--- config.mk ---
export PLATFORM = sky130hd
export DESIGN_NAME = prio_encoder_rr
export DESIGN_NICKNAME = d
export VERILOG_FILES = /design/src/rtl/prio_encoder_rr.sv
export SDC_FILE = /design/constraint.sdc
export NUM_CORES = 1
export LEC_CHECK = 0
export ABC_AREA = 1
export CORE_AREA = 3 3 40 42
export CTS_CLUSTER_SIZE = 24
export DETAILED_ROUTE_END_ITERATION = 10
export DIE_AREA = 0 0 43 45
export PLACE_DENSITY = 0.46
export SYNTH_ARGS = -nofsm -noshare
export SYNTH_HDL_FRONTEND = slang
export SYNTH_SLANG_ARGS = --single-unit
export TNS_END_PERCENT = 30
--- constraint.sdc ---
create_clock -name clk -period 1.4 [get_ports clk]
set_input_delay 0.28 -clock clk [delete_from_list [all_inputs] [get_ports clk]]
set_output_delay 0.28 -clock clk [all_outputs]
set_load 0.1 [all_outputs]
--- src/rtl/prio_encoder_rr.sv ---
// Registered priority encoder with valid/ready output and optional round-robin arbitration.
// Result is held in a one-entry output register until the consumer accepts it.
module prio_encoder_rr #(
    parameter int N    = 8,
    parameter int MODE = 0,
    localparam int W   = $clog2(N)
) (
    input  logic         clk,
    input  logic         rst,
    input  logic         en,
    input  logic [N-1:0] req,
    input  logic         out_ready,
    output logic         out_valid,
    output logic [W-1:0] y
);

    typedef enum logic {EMPTY = 1'b0, FULL = 1'b1} state_t;

    state_t         state_reg, state_next;
    logic [W-1:0]   y_reg, y_next;
    logic [W-1:0]   ptr_reg, ptr_next;
    logic [W-1:0]   eff_ptr;
    logic [W-1:0]   win_any, win_low, winner;
    logic [N-1:0]   below_mask, req_low;
    logic           handshake, load, any_low;

    assign handshake = (state_reg == FULL) && out_ready;
    assign load      = en && (|req) && ((state_reg == EMPTY) || out_ready);

    // Pointer bypass: a grant accepted this cycle already lowers its own priority for the new search.
    assign eff_ptr = ((MODE == 1) && handshake) ? y_reg : ptr_reg;

    genvar gi;
    generate
        for (gi = 0; gi < N; gi++) begin : g_mask
            assign below_mask[gi] = (32'(gi) < 32'(eff_ptr));
        end
    endgenerate

    assign req_low = req & below_mask;
    assign any_low = |req_low;

    // Rotating search = highest request below ptr, else highest request overall.
    always_comb begin
        win_any = '0;
        win_low = '0;
        for (int i = 0; i < N; i++) begin
            if (req[i])
                win_any = W'(i);
            if (req_low[i])
                win_low = W'(i);
        end
    end

    assign winner = any_low ? win_low : win_any;

    always_ff @(posedge clk or posedge rst) begin
        if (rst) begin
            state_reg <= EMPTY;
            y_reg     <= '0;
            ptr_reg   <= '0;
        end else begin
            state_reg <= state_next;
            y_reg     <= y_next;
            ptr_reg   <= ptr_next;
        end
    end

    always_comb begin
        state_next = state_reg;
        y_next     = y_reg;
        ptr_next   = ptr_reg;
        if (load) begin
            state_next = FULL;
            y_next     = winner;
        end else if (handshake) begin
            state_next = EMPTY;
        end
        if ((MODE == 1) && handshake)
            ptr_next = y_reg;
    end

    always_comb begin
        out_valid = (state_reg == FULL);
        y         = y_reg;
    end

endmodule

Yosys cells after proc, flatten, opt, wreduce, memory -nomap -nowiden
Index checks and enable logic that the tools add are counted.

Bits in registers: 4. Input bits: 12. Output and inout bits: 4. Word-level logic and storage cells: 18.

Multiplexer cells: 9. Bitwise gates (word level): 1. Reductions and logical operators: 6.

Operator list (count): 2-to-1 mux 3 bit (5); OR reduction 8 bit (1); logical AND 1 bit (3); 2-to-1 mux 1 bit (3); 2-to-1 mux 2 bit (1); nonzero test 2 bit (1); logical OR 1 bit (1); inverter 1 bit (1).

Longest topological paths before layout
Gate-level depths: netlist of the first run.

Word-level depth: 7. Mapped depth: 9. Depth with buffers taken out: 9.

Least setup slack after synthesis of the first run
OpenSTA, ideal clock, no wires.

Path kind: register -> register. Start: register state_reg, in the netlist out_valid. End: register y_reg[1], in the netlist y[1]. Library setup time: 74 ps. Arrival time: 1410 ps. Path slack: -84 ps. Cell stages (with the launch flop): 7. Buffers on the path: 0. Clock period less this slack: 1484 ps. Cell sequence: dfrtp_1 inv_2 nor2_1 inv_1 nand3_4 nand2_1 o21ai_2.

Longest elaborated chain between the ends: 3.

RTL lines: start, declared (RTL line 19) `state_t state_reg, state_next;`; start signal, assigned (RTL line 63) `state_reg <= state_next;`; inverter 1 bit (RTL line 28) `assign load = en && (|req) && ((state_reg == EMPTY) || out_ready);`; logical OR 1 bit (RTL line 28); logical AND 1 bit (RTL line 28); end signal, assigned (RTL line 64) `y_reg <= y_next;`; end, declared (RTL line 20) `logic [W-1:0] y_reg, y_next;`.

Every way passes these cells. A chain may end at the register's enable or synchronous reset.

Worst setup path in the final report of the first run
Start: input port req[1]. End: register y_reg[1], in the netlist y[1].

Longest elaborated chain between the ends: 3.

RTL lines: start, declared (RTL line 11) `input logic [N-1:0] req,`; OR reduction 8 bit (RTL line 28); logical AND 1 bit (2 in series) (RTL line 28).

Every way passes these cells.

==> out/metrics.cfg, run 1 <==
[cells_and_area]
fin_util = 0.405
area_growth_pct = 83.3
multi_input_area_um2 = 139
seq_area_um2 = 101
largest_reg_flops = 3
nFillCells = 131
drive_gt1_frac = 0.290
fin_nets = 75
diodes = 0

[setup_path]
cp_cell_sequence = clkdlybuf4s50_1, nor2_1, nand2_1, inv_2, nand2_2, nand3_4, nand2_1, o21ai_2
end_kind = flop
worst-r2r-cell-count = 6
path_class = input pin to flop
slowest_stage = clkdlybuf4s50_1
r2r_slack_ps = 400
worstPathRequired_ps = 1510
critPathArrivalTime_ps = 1240
critPathMaxFanout = 6
cp-start-kind = input pin
crit_family = buffers and inverters
cp_num_buf_inv = 2
cp.depth = 8
crit_top_cell = nand2_1
critPathMaxStageDelay_ps = 470

[yosys]
synth_top_area_frac = 0.352
postSynthNetCount = 55
synth.area.top_cells = dfrtp_1 35%, nand2_1 17%, inv_1 12%
synth-seq-area-share = 0.352
avgSynthCellArea_um2 = 6.61
yosysMostFrequentCell = nand2_1
synth-seq-cells = 4
netlist-cell-type-count = 12
ys.flop_type = dfrtp_1
synth_edf_count = 0
netlist_instances = 43
synth_top_cell_by_area = dfrtp_1
syn_area_um2 = 284
synth_warnings = 0
ys_async_sr_fraction = 1.00
synth_common_cells = 13 x nand2_1, 9 x inv_1, 4 x dfrtp_1, 4 x nor2_1

[drt]
via_per_inst = 3.74
ant_nets = 0
drtPass1Iterations = 4
wl_um = 630
num_vias = 288
wire_per_inst_um = 8.18
drtIter0Drc = 7
drc = 0

[grt]
grt_max_degree = 7
antenna_found_initial = 0
grt_pass1_vias = 280
gr-total-overflow = 0
grt_usage = 0.0817
grt_first_pass_wirelength_um = 1090

[floorplanning]
coreArea_um2 = 1280
die_area_um2 = 1940
num_rows = 13
start_util = 0.221
io_pins = 16
die_h_um = 45
die_w_um = 43

[placed_design]
io_buffers = 15
pre_cts_ws_ps = 22.2
gp_congestion = 0.634
dp.final_hpwl_um = 541

[clock_tree]
post_cts_buffers = 0
ctsResizeCount = 0
clock_latency_ps = 240
cts_buffer_depth = 2
clock_sinks = 4
clk_pin_slew_ps = 40
ctsHoldBuffers = 0
cts_htree_levels = 1
cts_buffers = 3
cts-root-buf = clkbuf_4
cts_tree = yes

[sta]
rsz0062_at_grt = no
fin_crit_sh = 0.803
worst_pin_slew_ps = 234
setup_ws_ps = 276
finalCriticalPeriod_ps = 1120
setup_violations = 0
finClkSkew_ps = 10.8
finalHoldViolations = 0
fmaxAchievable_mhz = 890
fin_setup_tns_ps = 0
slew_headroom = 0.843
maxSlewViolCount = 0

[job]
drv_cap = 0

[pwr]
ir_drop_mv = 0.579
p_leak_nw = 0.270
pwr_density_cell_nw_per_um2 = 1130

[outcome]
status = complete, no violations

[min_path]
hp-class = input pin to asynchronous set/reset pin

[routing by layer]
metal / share of wire / vias to the layer above / track usage
li1: - / 162 / -
met1: 0.44 / 116 / 0.0918
met2: 0.45 / 10 / 0.114
met3: 0.11 / 0 / 0.0757
met4: 0 / 0 / 0.0181
met5: 0 / - / 0
[through the flow]
step | power (mW) | area (um^2) | cells | hold WS (ps)
floorplan | 0.307 | 285 | 43 | 46.0
detailed placement | 0.429 | 494 | 73 | 484
global route | 0.623 | 520 | 77 | 248
finish | 0.586 | 520 | 77 | 223
global placement | 0.428 | 494 | 73 | 479
CTS | 0.598 | 520 | 77 | 218
[kinds of logic (layout without fill, tap and decap cells)]
kind of cell | after synthesis | in the layout | synth area share
buffers and inverters | 12 | 31 | 0.159
and+or+nand+nor | 24 | 24 | 0.414
DFF | 4 | 4 | 0.352
AOI/OAI and AO/OA | 3 | 3 | 0.0749
[power by group]
group          total [mW]  switching [mW]  internal (mW)
Sequential          0.150          0.0175          0.133
Combinational       0.275           0.166          0.109
Clock               0.161          0.0537          0.107
Total               0.586           0.237          0.349
[worst paths after layout]
path | startpoint | endpoint
hold reg to reg | y[0] | y[0]
setup / recovery | req[1] | y[1]
setup reg to reg | out_valid | y[1]
max in group asynchronous | rst | out_valid
min in group clk | y[0] | y[0]
hold / removal | rst | y[2]
[final cells by class]
class,instances,share of cell area
Tap cell,15,0.0361
Sequential cell,4,0.195
Inverter,12,0.0865
Multi-Input combinational cell,27,0.267
Timing Repair Buffer,15,0.365
Clock buffer,4,0.0505
[layout by cell type, fill, tap and decap left out, drive strengths merged]
cell type,count
nand3,1
inv,12
clkbuf,4
buf,4
dfrtp,4
o21ai,2
nor3,1
clkdlybuf4s50,11
nand2,16
nor2,6
a21boi,1
Power figures use the tool's default switching activity.
==> run 2: changes to the inputs <==
clock period = 1.1 ns   (was 1.4 ns; I/O delays follow)
==> out/metrics.cfg, run 2 (synthesis gave the netlist of run 1 again) <==
[outcome]
status = finished, violations left
violations = setup timing

[pwr]
pwr_density_cell_nw_per_um2 = 1350  ; +20%
ir_drop_mv = 0.311  ; -46%
p_leak_nw = 0.285  ; +5.5%
power_uw = 735  ; +25%

[grt]
grt_pass1_vias = 274  ; -2.1%
grt_usage = 0.0694  ; -0.0123
grt_first_pass_wirelength_um = 910  ; -17%
antenna_found_initial = 0  ; unchanged
grt_max_degree = 7  ; unchanged
gr-total-overflow = 0  ; unchanged

[setup_path]
cp-start-kind = flop
cp-startpoint = out_valid
critPathMaxFanout = 2  ; -4
r2r-start = out_valid
path_class = flop to output port
critPathMaxStageDelay_ps = 480  ; about the same
slowest_stage = dfrtp_4
worst-r2r-cell-count = 6  ; unchanged
end_kind = output port
r2r_slack_ps = 110  ; -290 ps
worstPathRequired_ps = 880  ; -630 ps
critPathArrivalTime_ps = 890  ; -350 ps
cp_cell_sequence = buf_12
worstReg2RegEnd = y[1]
cp_num_buf_inv = 1  ; -1
crit_family = flip-flops

[cells_and_area]
fin_util = 0.425  ; +0.0195
layout_commonest_cell = nand2_1
largest_reg_flops = 3  ; unchanged
area_growth_pct = 92.1
diodes = 0  ; unchanged
drive_gt1_frac = 0.413  ; +0.122
nFillCells = 138  ; +5.3%
layout_common_cells = 12 x nand2_1, 10 x clkdlybuf4s50_1, 8 x inv_1
fin_nets = 77  ; +2.7%

[sta]
fin_crit_sh = 1.01
finClkSkew_ps = 1.58  ; -9.18 ps
slew_headroom = 0.844  ; +0.00117
setup_ws_ps = -7.68  ; -284 ps
fmaxAchievable_mhz = 903
setup_violations = 1  ; +1
maxSlewViolCount = 0  ; unchanged
rsz0062_at_grt = yes
fin_setup_tns_ps = -7.68  ; -7.68 ps
worst_pin_slew_ps = 232  ; -1.74 ps
finalHoldViolations = 0  ; unchanged
finalCriticalPeriod_ps = 1110

[drt]
num_vias = 298  ; +3.5%
drtIter0Drc = 0  ; -7
ant_nets = 0  ; unchanged
drtPass1Iterations = 1  ; -3
wl_um = 553  ; -12%
wire_per_inst_um = 7.09  ; -13%
via_per_inst = 3.82  ; +2.1%
drc = 0  ; unchanged

[placed_design]
dp.final_hpwl_um = 506  ; -6.5%
io_buffers = 15  ; unchanged
gp_congestion = 0.636  ; +0.20%

[floorplanning]
num_rows = 13  ; unchanged
die_w_um = 43  ; unchanged
coreArea_um2 = 1280  ; unchanged
start_util = 0.221  ; unchanged
die_h_um = 45  ; unchanged
die_area_um2 = 1940  ; unchanged
io_pins = 16  ; unchanged

[clock_tree]
cts_buffer_depth = 2  ; unchanged
ctsHoldBuffers = 0  ; unchanged
cts_buffers = 3  ; unchanged
clk_pin_slew_ps = 40  ; about the same
clock_sinks = 4  ; unchanged
cts-root-buf = clkbuf_4
cts_htree_levels = 1  ; unchanged
cts_tree = yes
clock_latency_ps = 230  ; about the same

[job]
drv_cap = 0  ; unchanged

[min_path]
hp-class = input pin to asynchronous set/reset pin

==> run 2: how the worst max path moves through the flow <==
stage,to,cells after the start,slack (ps)
6_report,out_valid,1,-8
5_1_grt,out_valid,1,-20
4_1_cts,out_valid,1,-20
3_5_place_dp,y[1],8,-200
3_3_place_gp,y[1],8,-200
2_1_floorplan,y[1],6,-30
==> run 2: layer usage <==
metal  share of wire  track usage  wire [um]
met1            0.38       0.0561        212
met2            0.50        0.117        275
met3            0.12       0.0239         65
met4               0       0.0904          0
met5               0            0          0
==> run 2: cell type report <==
| type | count | area (um^2) | area share |
|---|---|---|---|
| multi-input cells | 27 | 144 | 0.264 |
| inverters | 12 | 45.0 | 0.0826 |
| flip-flops and latches | 4 | 108 | 0.197 |
| well taps | 15 | 18.8 | 0.0344 |
| repair buffers | 17 | 208 | 0.381 |
| clock buffers | 3 | 22.5 | 0.0413 |
==> run 2: per-stage QoR <==
step	cells	hold slack (ps)	setup WS, ps	area (um^2)
detailed placement	75	416	-202	520
global placement	75	419	-196	520
finish	78	170	-7.68	546
CTS	78	171	-19.7	543
floorplan	43	-14.1	-31.5	297
global route	78	200	-24.9	546
==> run 2: repair_timing <==
action                     4_1_cts  5_1_grt
resized for setup                0        1
buffers inserted                 0        0
setup endpoints to repair        1        5
hold endpoints to repair         0        0
gates cloned                     0        0
pin swaps                        0        1
==> run 2: where the power goes <==
part           total [mW]  internal, mW  switching (mW)
sequential          0.199         0.174          0.0249
clock               0.180         0.122          0.0581
combinational       0.355         0.144           0.211
total               0.735         0.441           0.294
==> run 3: changes to the inputs <==
ABC_AREA = unset   (was 1)
PLACE_DENSITY = 0.42   (was 0.46)
==> out/metrics.cfg, run 3 <==
[drt]
drc = 0  ; unchanged
wl_um = 647  ; +17%
ant_nets = 0  ; unchanged
drtIter0Drc = 0  ; unchanged
drtPass1Iterations = 1  ; unchanged
wire_per_inst_um = 9.24  ; +30%
num_vias = 278  ; -6.7%
via_per_inst = 3.97  ; +4.0%

[floorplanning]
die_h_um = 45  ; unchanged
coreArea_um2 = 1280  ; unchanged
start_util = 0.185  ; -0.0360
die_w_um = 43  ; unchanged
die_area_um2 = 1940  ; unchanged
io_pins = 16  ; unchanged
num_rows = 13  ; unchanged

[placed_design]
gp_congestion = 0.651  ; +2.4%
io_buffers = 15  ; unchanged
dpl.cell_count = 61  ; -19%
dp.final_hpwl_um = 512  ; +1.3%
place_area_um2 = 520  ; unchanged
pre_cts_ws_ps = -638  ; -436 ps

[sta]
whs_ps = 165  ; -4.43 ps
rsz0062_at_grt = yes
fin_crit_sh = 1.09  ; +0.0786
setup_ws_ps = -94.1  ; -86.4 ps
finalHoldViolations = 0  ; unchanged
worst_pin_slew_ps = 240  ; +8.64 ps
setup_violations = 5  ; +4
finalCriticalPeriod_ps = 1190  ; +86.4 ps
maxSlewViolCount = 0  ; unchanged
finClkSkew_ps = 6.98  ; +5.40 ps
fmaxAchievable_mhz = 837  ; -7.2%
slew_headroom = 0.838  ; -0.00574

[grt]
grt_max_degree = 5  ; -2
gr-total-overflow = 0  ; unchanged
busiest_layer = met2
grt_pass1_vias = 275  ; +0.36%
grt_usage = 0.0794  ; +0.00997
antenna_found_initial = 0  ; unchanged
grt_first_pass_wirelength_um = 1060  ; +16%
met3_usage = 0.0199  ; -0.00398
use_met1 = 0.0681  ; +0.0120
use_met2 = 0.132  ; +0.0150

[cells_and_area]
postLayoutCellArea_um2 = 592  ; +8.5%
layout_commonest_cell = buf_4
nFillCells = 126  ; -8.7%
drive_gt1_frac = 0.600  ; +0.187
diodes = 0  ; unchanged
seq_area_um2 = 106  ; -1.2%
instances_no_fill = 70  ; -10%
fin_util = 0.461  ; +0.0360
multi_input_area_um2 = 151  ; +5.2%
largest_reg_flops = 3  ; unchanged
area_growth_pct = 149
layout_common_cells = 11 x buf_4, 4 x inv_1, 4 x clkdlybuf4s50_1, 4 x buf_12
fin_nets = 68  ; -12%

[yosys]
synth-seq-cells = 4  ; unchanged
netlist-cell-type-count = 11  ; -1
postSynthNetCount = 36  ; -35%
synth_warnings = 0  ; unchanged
synth_edf_count = 0  ; unchanged
synth_top_area_frac = 0.421  ; +0.0686
synth-seq-area-share = 0.421  ; +0.0686
synth.area.top_cells = dfrtp_1 42%, mux2_4 13%, nand3_2 8.4%
avgSynthCellArea_um2 = 9.91  ; +50%
synth_common_cells = 4 x dfrtp_1, 4 x inv_1, 3 x nor2_1
ys_async_sr_fraction = 1.00  ; unchanged
netlist_instances = 24  ; -44%
ys.flop_type = dfrtp_1
syn_area_um2 = 238  ; -16%
synth_top_cell_by_area = dfrtp_1

[setup_path]
critPathMaxStageDelay_ps = 460  ; -20 ps
worstPathRequired_ps = 880  ; about the same
critPathMaxFanout = 2  ; unchanged
cp_cell_sequence = buf_6, buf_12
slowest_stage = dfrtp_4
r2r_slack_ps = -60  ; -170 ps
cp-start-kind = flop
r2r-start = out_valid
worst-r2r-cell-count = 4  ; -2
end_kind = output port
critPathArrivalTime_ps = 970  ; +80 ps
worstReg2RegEnd = y[0]
path_class = flop to output port

[job]
drv_cap = 0  ; unchanged

[min_path]
hp-class = input pin to asynchronous set/reset pin

[clock_tree]
clk_pin_slew_ps = 40  ; about the same
cts-root-buf = clkbuf_4
clock_latency_ps = 240  ; about the same
cts_htree_levels = 1  ; unchanged
cts_buffer_depth = 2  ; unchanged
cts_tree = yes
ctsHoldBuffers = 0  ; unchanged
clock_sinks = 4  ; unchanged
cts_buffers = 3  ; unchanged

[pwr]
ir_drop_mv = 0.471  ; +51%
p_leak_nw = 0.296  ; +4.0%
pwr_density_cell_nw_per_um2 = 1160  ; -14%

[outcome]
violations = setup timing
status = finished, violations left

==> run 3: changes by cell type in the layout (fill, tap and decap cells not counted), moves of 3 or more <==
cell / before / now
buf_4: 2 / 11
nand2_1: 12 / 2
clkdlybuf4s50_1: 10 / 4
nand2_2: 4 / 0
inv_2: 4 / 0
dlygate4sd2_1: 0 / 3
inv_1: 8 / 4
==> run 3: metal layers <==
layer | vias up | wire (um)
met3 | 4 | 39
met2 | 17 | 347
met1 | 113 | 219
li1 | 144 | -
met4 | 0 | 41
met5 | - | 0
==> run 3: logic make-up after synthesis <==
family,Yosys count,synth area share
mux,3,0.168
buf+inv,4,0.0631
flops,4,0.421
simple gates,9,0.242
compound gates,4,0.105
==> run 3: what timing repair did <==
item	4_1_cts	5_1_grt
setup endpoints to repair	5	4
gates resized for setup	12	5
pin swaps	4	4
setup buffers	3	2
==> run 3: worst max-delay path: cells and delay by family (launching register included) <==
family	cells	cell delay (ps)
DFF	1	460
buffers and inverters	2	270
==> run 3: per-stage QoR <==
step / power, mW / TNS (ps)
2_1_floorplan: 0.334 / -389
3_3_place_gp: 0.477 / -2030
3_5_place_dp: 0.479 / -2090
4_1_cts: 0.696 / -274
5_1_grt: 0.721 / -553
6_report: 0.685 / -248
==> run 3: how the worst max path moves through the flow <==
stage,endpoint,depth (start not counted),from
after floorplan,y[0],3,out_valid
after global placement,y[1],5,req[4]
after detailed placement,y[0],5,req[4]
after CTS,out_valid,2,out_valid
after global routing,y[0],5,req[0]
final,out_valid,2,out_valid
==> run 3: power breakdown <==
group	total [mW]	switching, mW	leakage [nW]	internal (mW)
logic	0.300	0.162	0.243	0.138
registers	0.182	0.0157	0.0389	0.167
clock network	0.202	0.0660	0.0150	0.136
==> run 3: cell type report <==
class                      instances  share of cell area
tap                               15              0.0317
clock buffer                       4              0.0444
sequential                         4               0.180
timing repair buffer              27               0.463
multi-input combinational         16               0.256
inverter                           4              0.0254
